File: config.mk
export PLATFORM = sky130hd
export DESIGN_NAME = dht11_responder
export DESIGN_NICKNAME = d
export VERILOG_FILES = /design/src/rtl/dht11_responder.sv
export SDC_FILE = /design/constraint.sdc
export NUM_CORES = 1
export LEC_CHECK = 0
export BUFFER_PORTS_ARGS = -buffer_cell sky130_fd_sc_hd__buf_4
export CORE_UTILIZATION = 42
export CTS_CLUSTER_DIAMETER = 120
export CTS_CLUSTER_SIZE = 12
export DETAILED_ROUTE_END_ITERATION = 8
export SETUP_SLACK_MARGIN = 0.05
export SLEW_MARGIN = 0
export SYNTH_ARGS = -nofsm -noshare
export SYNTH_HDL_FRONTEND = slang
export SYNTH_SLANG_ARGS = --single-unit
File: constraint.sdc
create_clock -name clk -period 5.6 [get_ports clk]
set_clock_uncertainty 0.2 [all_clocks]
set_input_delay 0.56 -clock clk [delete_from_list [all_inputs] [get_ports clk]]
set_output_delay 0.56 -clock clk [all_outputs]
set_load 0.01 [all_outputs]
File: src/rtl/dht11_responder.sv
`default_nettype none
// +--------------------------------------------------------------------------+
// | Module      : dht11_responder                                            |
// | Description : DHT11 sensor emulator; answers a host start pulse with ACK |
// |               and a 40-bit frame. Option macro: DHT11_FAULT_INJECT_EN    |
// | Revision    : 1.0                                                        |
// +--------------------------------------------------------------------------+
module dht11_responder #(
  parameter int TICKS_PER_US = 50,
  parameter int START_MIN_US = 18000,
  parameter int RESP_DLY_US  = 30,
  parameter int ACK_US       = 80,
  parameter int BIT_LOW_US   = 50,
  parameter int BIT0_HI_US   = 27,
  parameter int BIT1_HI_US   = 70
) (
  input  logic       clk,
  input  logic       rst,
  input  logic       data_in,
  output logic       dir,
  output logic       data_out,
`ifdef DHT11_FAULT_INJECT_EN
  input  logic       fault_inj,
`endif
  input  logic [7:0] hum_int,
  input  logic [7:0] hum_dec,
  input  logic [7:0] tmp_int,
  input  logic [7:0] tmp_dec,
  output logic       busy,
  output logic       frame_done
);

  localparam int              TW          = (TICKS_PER_US > 1) ? $clog2(TICKS_PER_US) : 1;
  localparam logic [TW-1:0]   C_TICK_LAST = TW'(TICKS_PER_US - 1);
  localparam logic [19:0]     C_START     = 20'(START_MIN_US);
  localparam logic [19:0]     C_RESP      = 20'(RESP_DLY_US);
  localparam logic [19:0]     C_ACK       = 20'(ACK_US);
  localparam logic [19:0]     C_BLO       = 20'(BIT_LOW_US);
  localparam logic [19:0]     C_B0        = 20'(BIT0_HI_US);
  localparam logic [19:0]     C_B1        = 20'(BIT1_HI_US);

  typedef enum logic [3:0] {
    S_IDLE     = 4'd0,
    S_HOST_LOW = 4'd1,
    S_WAIT_DLY = 4'd2,
    S_ACK_LO   = 4'd3,
    S_ACK_HI   = 4'd4,
    S_BIT_LO   = 4'd5,
    S_BIT_HI   = 4'd6,
    S_END_LO   = 4'd7
  } state_t;

  state_t        r_state;
  logic          r_sync1;
  logic          r_sync2;
  logic [TW-1:0] r_tick;
  logic [19:0]   r_us;
  logic [39:0]   r_frame;
  logic [5:0]    r_bit;
  logic          r_dir;
  logic          r_busy;
  logic          r_done;

  logic          w_line;
  logic [19:0]   w_dur;
  logic          w_tick_last;
  logic          w_last;
  logic [7:0]    w_sum;
  logic [7:0]    w_csum;

  assign w_line      = r_sync2;
  assign w_tick_last = (r_tick == C_TICK_LAST);
  assign w_last      = w_tick_last && (w_dur != 20'd0) && (r_us == w_dur - 20'd1);
  assign w_sum       = hum_int + hum_dec + tmp_int + tmp_dec;
`ifdef DHT11_FAULT_INJECT_EN
  assign w_csum      = w_sum ^ {7'd0, fault_inj};
`else
  assign w_csum      = w_sum;
`endif

  assign dir        = r_dir;
  assign data_out   = 1'b0;
  assign busy       = r_busy;
  assign frame_done = r_done;

  // Idle-high reset value keeps a reset from looking like a host start.
  always_ff @(posedge clk) begin
    if (rst) begin
      r_sync1 <= 1'b1;
      r_sync2 <= 1'b1;
    end else begin
      r_sync1 <= data_in;
      r_sync2 <= r_sync1;
    end
  end

  // Zero duration marks the untimed states so the generic expiry never fires there.
  always_comb begin
    w_dur = 20'd0;
    case (r_state)
      S_WAIT_DLY:         w_dur = C_RESP;
      S_ACK_LO, S_ACK_HI: w_dur = C_ACK;
      S_BIT_LO, S_END_LO: w_dur = C_BLO;
      S_BIT_HI:           w_dur = r_frame[39] ? C_B1 : C_B0;
      default:            w_dur = 20'd0;
    endcase
  end

  always_ff @(posedge clk) begin
    if (rst) begin
      r_state <= S_IDLE;
      r_tick  <= '0;
      r_us    <= '0;
      r_frame <= '0;
      r_bit   <= '0;
      r_dir   <= 1'b0;
      r_busy  <= 1'b0;
      r_done  <= 1'b0;
    end else begin
      r_done <= 1'b0;
      if (w_tick_last) begin
        r_tick <= '0;
        if (r_us != C_START) r_us <= r_us + 20'd1;
      end else begin
        r_tick <= r_tick + TW'(1);
      end
      if (w_last) begin
        r_tick <= '0;
        r_us   <= '0;
      end

      case (r_state)
        S_IDLE: begin
          r_tick <= '0;
          r_us   <= '0;
          if (!w_line) r_state <= S_HOST_LOW;
        end
        S_HOST_LOW: begin
          if (w_line) begin
            r_tick <= '0;
            r_us   <= '0;
            if (r_us >= C_START) begin
              r_state <= S_WAIT_DLY;
              r_busy  <= 1'b1;
              r_frame <= {hum_int, hum_dec, tmp_int, tmp_dec, w_csum};
              r_bit   <= 6'd39;
            end else begin
              r_state <= S_IDLE;
            end
          end
        end
        S_WAIT_DLY: if (w_last) begin r_state <= S_ACK_LO; r_dir <= 1'b1; end
        S_ACK_LO:   if (w_last) begin r_state <= S_ACK_HI; r_dir <= 1'b0; end
        S_ACK_HI:   if (w_last) begin r_state <= S_BIT_LO; r_dir <= 1'b1; end
        S_BIT_LO:   if (w_last) begin r_state <= S_BIT_HI; r_dir <= 1'b0; end
        S_BIT_HI: begin
          if (w_last) begin
            r_dir <= 1'b1;
            if (r_bit == 6'd0) begin
              r_state <= S_END_LO;
            end else begin
              r_state <= S_BIT_LO;
              r_bit   <= r_bit - 6'd1;
              r_frame <= {r_frame[38:0], 1'b0};
            end
          end
        end
        S_END_LO: begin
          if (w_last) begin
            r_state <= S_IDLE;
            r_dir   <= 1'b0;
            r_busy  <= 1'b0;
            r_done  <= 1'b1;
          end
        end
        default: begin
          r_state <= S_IDLE;
          r_dir   <= 1'b0;
          r_busy  <= 1'b0;
        end
      endcase
    end
  end

endmodule
`default_nettype wire
==> results.py, run 1 <==
metrics = {
    "clock_network": {
        "clk_pin_slew_ps": 60,
        "cts_setup_buffers": 0,
        "cts_buffers": 9,
        "cts_buffer_depth": 2,
        "hold_buffers": 0,
        "cts_htree_levels": 3,
        "clk_latency_ps": 340,
        "cts_root_buf": "clkbuf_16",
        "clkSinkCount": 80,
        "cts_tree": "done",
        "cts_resized": 0,
    },
    "setup_path": {
        "reg2reg_to": "r_frame[17]",
        "crit_type": "reg2reg",
        "worst_ep_arrival_time_ps": 3730,
        "crit_slowest_cell": "dfxtp_1",
        "worstPathMaxFanout": 40,
        "endpoint_kind": "flop",
        "required_ps": 5630,
        "crit_start": "r_state[0]",
        "r2r_setup_slack_ps": 1900,
        "r2r_start": "r_state[0]",
        "max_stage_delay_ps": 730,
        "rr_worst_depth": 10,
        "path_cells": "inv_1 > nor3_1 > a21oi_1 > ha_1 > xnor2_1 > nor3_1 > nand3_1 > or3_1 > o21a_4 > mux2_4",
        "path_common_cell": "nor3_1",
        "start_kind": "flop",
    },
    "sta": {
        "relSlewSlack_pct": 46.7,
        "final.setup.tns_ps": 0,
        "grt_setup_unrepaired": "no",
        "period_minus_slack_ps": 3700,
        "timing.final.crit_share_pct": 66.0,
        "slew_viol_final": 0,
        "setup_viol_count_final": 0,
        "worst_hold_slack_ps": 197,
        "worst_slack_ps": 1900,
        "worst_slew_pin_slew_ps": 799,
        "finalHoldViolations": 0,
        "fmax_ghz": 0.270,
    },
    "global_route": {
        "grt_pass1_vias": 3797,
        "antenna_found_initial": 0,
        "grt_pass1_wl_mm": 18.8,
        "grt_max_degree": 80,
        "grt_use_total_pct": 18.6,
        "overflow": 0,
    },
    "drt": {
        "routedWlPerCell_um": 15.0,
        "drt-total-wl_mm": 10.9,
        "viasPerCell": 5.30,
        "drtIter0Drc": 173,
        "drcViolationCount": 0,
        "first_pass_iters": 4,
        "met1Wirelength_mm": 5.11,
        "met3_length_um": 453,
        "met2_length_mm": 5.17,
        "top_layer_used": "met4",
        "ant_nets": 0,
        "num_vias": 3859,
    },
    "synthesis": {
        "synth_edf_count": 0,
        "synth_most_common_cell": "nor2_1",
        "syn_area_sq_mm": 0.00519,
        "synth_flop_cell": "dfxtp_1",
        "ys_types": 61,
        "synthCells": 561,
        "synth_seq_area_share_pct": 30.8,
        "synth-seq-cells": 80,
        "synth.top_cell.area_share_pct": 30.8,
        "synth_area_leaders": "dfxtp_1, mux2_4, mux2i_1, nor2_1, fa_1",
        "synthTopCellsByCount": "nor2_1, dfxtp_1, mux2i_1",
        "synth_top_cell_by_area": "dfxtp_1",
        "syn_nets": 624,
        "async_reset_ff_share_pct": 0,
        "yosysWarnings": 0,
        "avgSynthCellArea_sq_um": 9.26,
    },
    "die": {
        "io_pins": 39,
        "core_area_sq_mm": 0.0120,
        "fp.dieW_um": 113,
        "initial_core_util_pct": 43.2,
        "die-area_sq_mm": 0.0128,
        "die_h_um": 113,
        "std_cell_rows": 40,
    },
    "power": {
        "pwr-share-seq_pct": 40.5,
        "clock_power_share_pct": 43.6,
        "powerDensity_mw_per_mm2": 251,
        "swShare_pct": 25.0,
        "p_leak_nw": 2.50,
        "p_switching_w": 0.000364,
        "irDropWorstVdd_uv": 154,
        "p_int_w": 0.00109,
        "power_frac_comb_pct": 15.9,
    },
    "placement": {
        "place_area_sq_mm": 0.00550,
        "routabilityCongestion": 0.876,
        "pre_cts_ws_ps": 2000,
        "hpwl_mm": 7.65,
        "portBuffers": 37,
    },
    "hold_path": {
        "hold_path_end": "r_sync1",
        "worstHoldStart": "data_in",
        "hold_depth": 2,
        "min_path_type": "in2reg",
    },
    "flow_run": {
        "timing.max_cap.violations": 0,
    },
    "run_status": {
        "outcome": "completed",
    },
    "layout": {
        "drive_gt1_share_pct": 17.2,
        "fin_nets": 639,
        "fin_util_pct": 48.4,
        "final_area_sq_mm": 0.00582,
        "diodes": 0,
        "syn_to_final_growth_pct": 12.0,
    },
}
==> worst max path at each step <==
| stage | end | slack [ps] |
|---|---|---|
| 6_report | r_frame[17] | 1900 |
| 5_1_grt | r_frame[16] | 1650 |
| 4_1_cts | r_frame[18] | 1940 |
| 3_5_place_dp | r_frame[1] | 2000 |
| 3_3_place_gp | r_frame[7] | 2040 |
| 2_1_floorplan | r_frame[7] | 2320 |
==> power by group through the flow <==
stage                     sequential, W  clock, W  combinational, W
after CTS                      0.000589  0.000650          0.000234
after detailed placement       0.000602         0          0.000231
after floorplan                0.000587         0          0.000185
after global routing           0.000592  0.000679          0.000263
after global placement         0.000600         0          0.000229
final                          0.000590  0.000636          0.000232
==> cells in the final DEF (no fill, tap or decap), drive strengths merged, types with 14 or more instances in the layout <==
cell | synthesis | layout
nor2 | 82 | 82
dfxtp | 80 | 80
mux2i | 41 | 41
buf | 11 | 40
nor2b | 39 | 39
mux2 | 36 | 36
xnor2 | 25 | 25
inv | 20 | 20
nand2 | 19 | 19
fa | 14 | 14
ha | 14 | 14
==> cell type report <==
| type | instances | area, sq um |
|---|---|---|
| clock inverters | 3 | 65.1 |
| clock buffers | 13 | 250 |
| flip-flops and latches | 80 | 1600 |
| well taps | 147 | 184 |
| inverters | 20 | 75.1 |
| fillers | 1138 | 6190 |
| repair buffers | 40 | 300 |
| multi-input cells | 425 | 3340 |
==> layer usage <==
metal,GRT usage (%),vias to the layer above
met5,0,-
li1,-,1968
met2,30.1,67
met4,6.14,0
met1,23.4,1809
met3,5.95,15
==> flip-flops by register name, indices dropped and copies added, names as in the netlist <==
name / flops
r_us: 20
frame_done: 1
r_tick: 6
r_sync1: 1
dir: 1
busy: 1
r_state: 3
r_frame: 40
r_sync2: 1
r_bit: 6
==> kinds of logic (layout without fill, tap and decap cells) <==
| logic type | Yosys count | count (layout) | share of synthesized area [%] |
|---|---|---|---|
| XOR/XNOR | 36 | 36 | 6.07 |
| other | 1 | 1 | 0.0722 |
| adder cells (fa/ha/maj) | 28 | 28 | 8.77 |
| multiplexers | 77 | 77 | 18.2 |
| AO/OA/AOI/OAI | 55 | 55 | 7.97 |
| AND/OR/NAND/NOR | 228 | 228 | 23.2 |
| flip-flops | 80 | 80 | 30.8 |
| buffers and inverters | 56 | 76 | 4.89 |
==> critical path, delay by kind of cell (launching register included) <==
| family | cells | cell delay [ps] |
|---|---|---|
| AOI/OAI and AO/OA | 2 | 580 |
| DFF | 1 | 730 |
| muxes | 1 | 390 |
| buffers and inverters | 1 | 130 |
| and+or+nand+nor | 4 | 1100 |
| xor gates and xnor gates | 1 | 120 |
| adders and majority gates | 1 | 310 |
==> per-stage QoR <==
stage | power [W] | instances
after floorplan | 0.000772 | 561
after global placement | 0.000829 | 712
after detailed placement | 0.000833 | 712
after CTS | 0.00147 | 728
after global routing | 0.00153 | 728
final | 0.00146 | 728
(Power assumes the default switching activity.)
==> run 2, diff against run 1 <==
==> constraint.sdc (replaced) <==
create_clock -name clk -period 3.2 [get_ports clk]
set_clock_uncertainty 0.2 [all_clocks]
set_input_delay 0.32 -clock clk [delete_from_list [all_inputs] [get_ports clk]]
set_output_delay 0.32 -clock clk [all_outputs]
set_load 0.01 [all_outputs]
==> run 2 against run 1 <==
Net effect:
- sequential share of layout area fell by 0.77 points
- highest routed layer unchanged
- critical path type is now in2reg
- global-route usage rose by 0.46 points
- combinational power rose by 99%
- first-iteration DRC count rose by 58%
- routed wire length rose by 6.5%
- sequential power rose by 71%
==> results.py, run 2 (synthesis results as in run 1) <==
metrics = {
    "run_status": {
        "outcome": "completed",
    },
    "hold_path": {
        "min_path_type": "in2reg",
    },
    "sta": {
        "relSlewSlack_pct": 52.0,
        "timing.final.crit_share_pct": 93.7,
        "period_minus_slack_ps": 3000,
        "fmax_ghz": 0.334,
        "slew_viol_final": 0,
        "setup_viol_count_final": 0,
        "finalHoldViolations": 0,
        "grt_setup_unrepaired": "no",
        "worst_slew_pin_slew_ps": 720,
        "worst_slack_ps": 202,
    },
    "layout": {
        "diodes": 0,
        "regMostFlops": "r_frame",
        "drive_gt1_share_pct": 20.9,
        "final_cell_mix": "nor2_1, dfxtp_1, buf_4",
        "syn_to_final_growth_pct": 15.3,
        "largest_reg_flops": 40,
        "fin_nets": 660,
        "layout_commonest_cell": "nor2_1",
        "largest_registers": "r_frame x40, r_us x20",
        "fin_cells": 749,
    },
    "clock_network": {
        "cts_buffer_depth": 2,
        "clkSinkCount": 80,
        "cts_root_buf": "clkbuf_16",
        "clk_pin_slew_ps": 60,
        "cts_buffers": 9,
        "cts_htree_levels": 3,
        "cts_tree": "done",
        "clk_latency_ps": 350,
    },
    "drt": {
        "drcViolationCount": 0,
        "drtIter0Drc": 273,
        "num_vias": 4003,
        "first_pass_iters": 4,
        "drt-total-wl_mm": 11.6,
        "routedWlPerCell_um": 15.5,
        "viasPerCell": 5.34,
        "ant_nets": 0,
    },
    "power": {
        "clock_power_share_pct": 42.1,
        "pwr-share-seq_pct": 39.8,
        "p_int_w": 0.00188,
        "swShare_pct": 26.1,
        "p_switching_w": 0.000664,
        "powerDensity_mw_per_mm2": 424,
        "p_leak_nw": 2.60,
        "irDropWorstVdd_uv": 308,
        "power_frac_comb_pct": 18.1,
    },
    "setup_path": {
        "worstPathMaxFanout": 2,
        "required_ps": 3280,
        "r2r_setup_slack_ps": 270,
        "crit_type": "in2reg",
        "r2r_start": "r_state[1]",
        "rr_worst_depth": 11,
        "reg2reg_to": "r_bit[5]",
        "start_kind": "input pin",
        "crit_start": "hum_int[1]",
        "worst_ep_arrival_time_ps": 3080,
        "endpoint_kind": "flop",
        "cp-endpoint": "r_frame[7]",
    },
    "global_route": {
        "grt_max_degree": 74,
        "grt_pass1_wl_mm": 19.3,
        "grt_pass1_vias": 4012,
        "grt_use_met2_pct": 32.9,
        "grt_busiest_layer": "met2",
        "antenna_found_initial": 0,
        "grtUsageMet3_pct": 4.50,
        "overflow": 0,
        "grt_use_total_pct": 19.0,
        "use_met1_pct": 22.9,
    },
    "flow_run": {
        "timing.max_cap.violations": 0,
    },
    "placement": {
        "dp_cells": 731,
        "portBuffers": 37,
        "hpwl_mm": 8.11,
        "pre_cts_ws_ps": -150,
        "routabilityCongestion": 0.854,
    },
    "die": {
        "initial_core_util_pct": 43.2,
        "die_h_um": 113,
        "fp.dieW_um": 113,
        "io_pins": 39,
        "core_area_sq_mm": 0.0120,
        "std_cell_rows": 40,
        "die-area_sq_mm": 0.0128,
    },
}
[run 2: cell types whose count changed in the layout (fill, tap and decap cells not counted), sizes merged]
cell | previous run | this run
o21a | 2 | 3
dlygate4sd3 | 0 | 1
buf | 40 | 59
bufinv | 2 | 1
clkbuf | 13 | 11
clkinv | 1 | 2
clkinvlp | 0 | 2
[run 2: timing repair]
action	in CTS	in global routing
endpoints found under the hold margin	1	0
buffers inserted	0	0
endpoints found under the setup margin	0	45
hold buffers	1	0
resized for setup	0	4
[run 2: worst min-delay path by stage]
| stage | endpoint | cells after the start | start | slack [ps] |
|---|---|---|---|---|
| floorplan | r_sync2 | 1 | r_sync1 | 190 |
| global placement | r_sync2 | 1 | r_sync1 | 200 |
| detailed placement | r_sync2 | 1 | r_sync1 | 210 |
| CTS | r_frame[23] | 4 | tmp_int[7] | 160 |
| global route | r_frame[23] | 4 | tmp_int[7] | 190 |
| finish | r_frame[19] | 4 | tmp_int[3] | 170 |
[run 2: power by group through the flow]
stage	Combinational (W)	Sequential, W	Clock [W]
final	0.000461	0.00101	0.00107
after global routing	0.000522	0.00101	0.00114
after CTS	0.000463	0.00101	0.00110
after detailed placement	0.000458	0.00103	0
after global placement	0.000449	0.00103	0
after floorplan	0.000323	0.00103	0
[run 2: area by class of cell]
cell class / count / area (sq um)
tap: 147 / 184
multi-input combinational: 426 / 3370
clock inverter: 5 / 55.1
clock buffer: 11 / 253
inverter: 20 / 75.1
fill: 1156 / 6020
timing repair buffer: 60 / 453
sequential: 80 / 1600
[run 2: per-layer routing]
layer	routed length [um]	part of all wire, %
met1	5400	46
met2	5650	49
met3	399	3.4
met4	186	1.6
met5	0	0
[run 2: stage by stage]
step                util (%)  total power, W  setup TNS (ps)  hold slack, ps  instance area (sq um)
detailed placement      47.0         0.00149            -245             207                   5640
global route            49.9         0.00267               0             191                   5990
global placement        47.0         0.00148           -36.4             198                   5640
CTS                     49.6         0.00258               0             160                   5960
floorplan                  -         0.00135               0             189                   5190
finish                  49.9         0.00254               0             172                   5990
[run 2: critical path: stages]
cell and delay, ps:
buf_4 130, fa_1 500, fa_1 540, ha_1 170, inv_1 50, fa_1 380
nor2b_1 200, o31a_1 170, o22ai_1 90, xnor2_1 130, a211o_1 290, mux2i_1 110
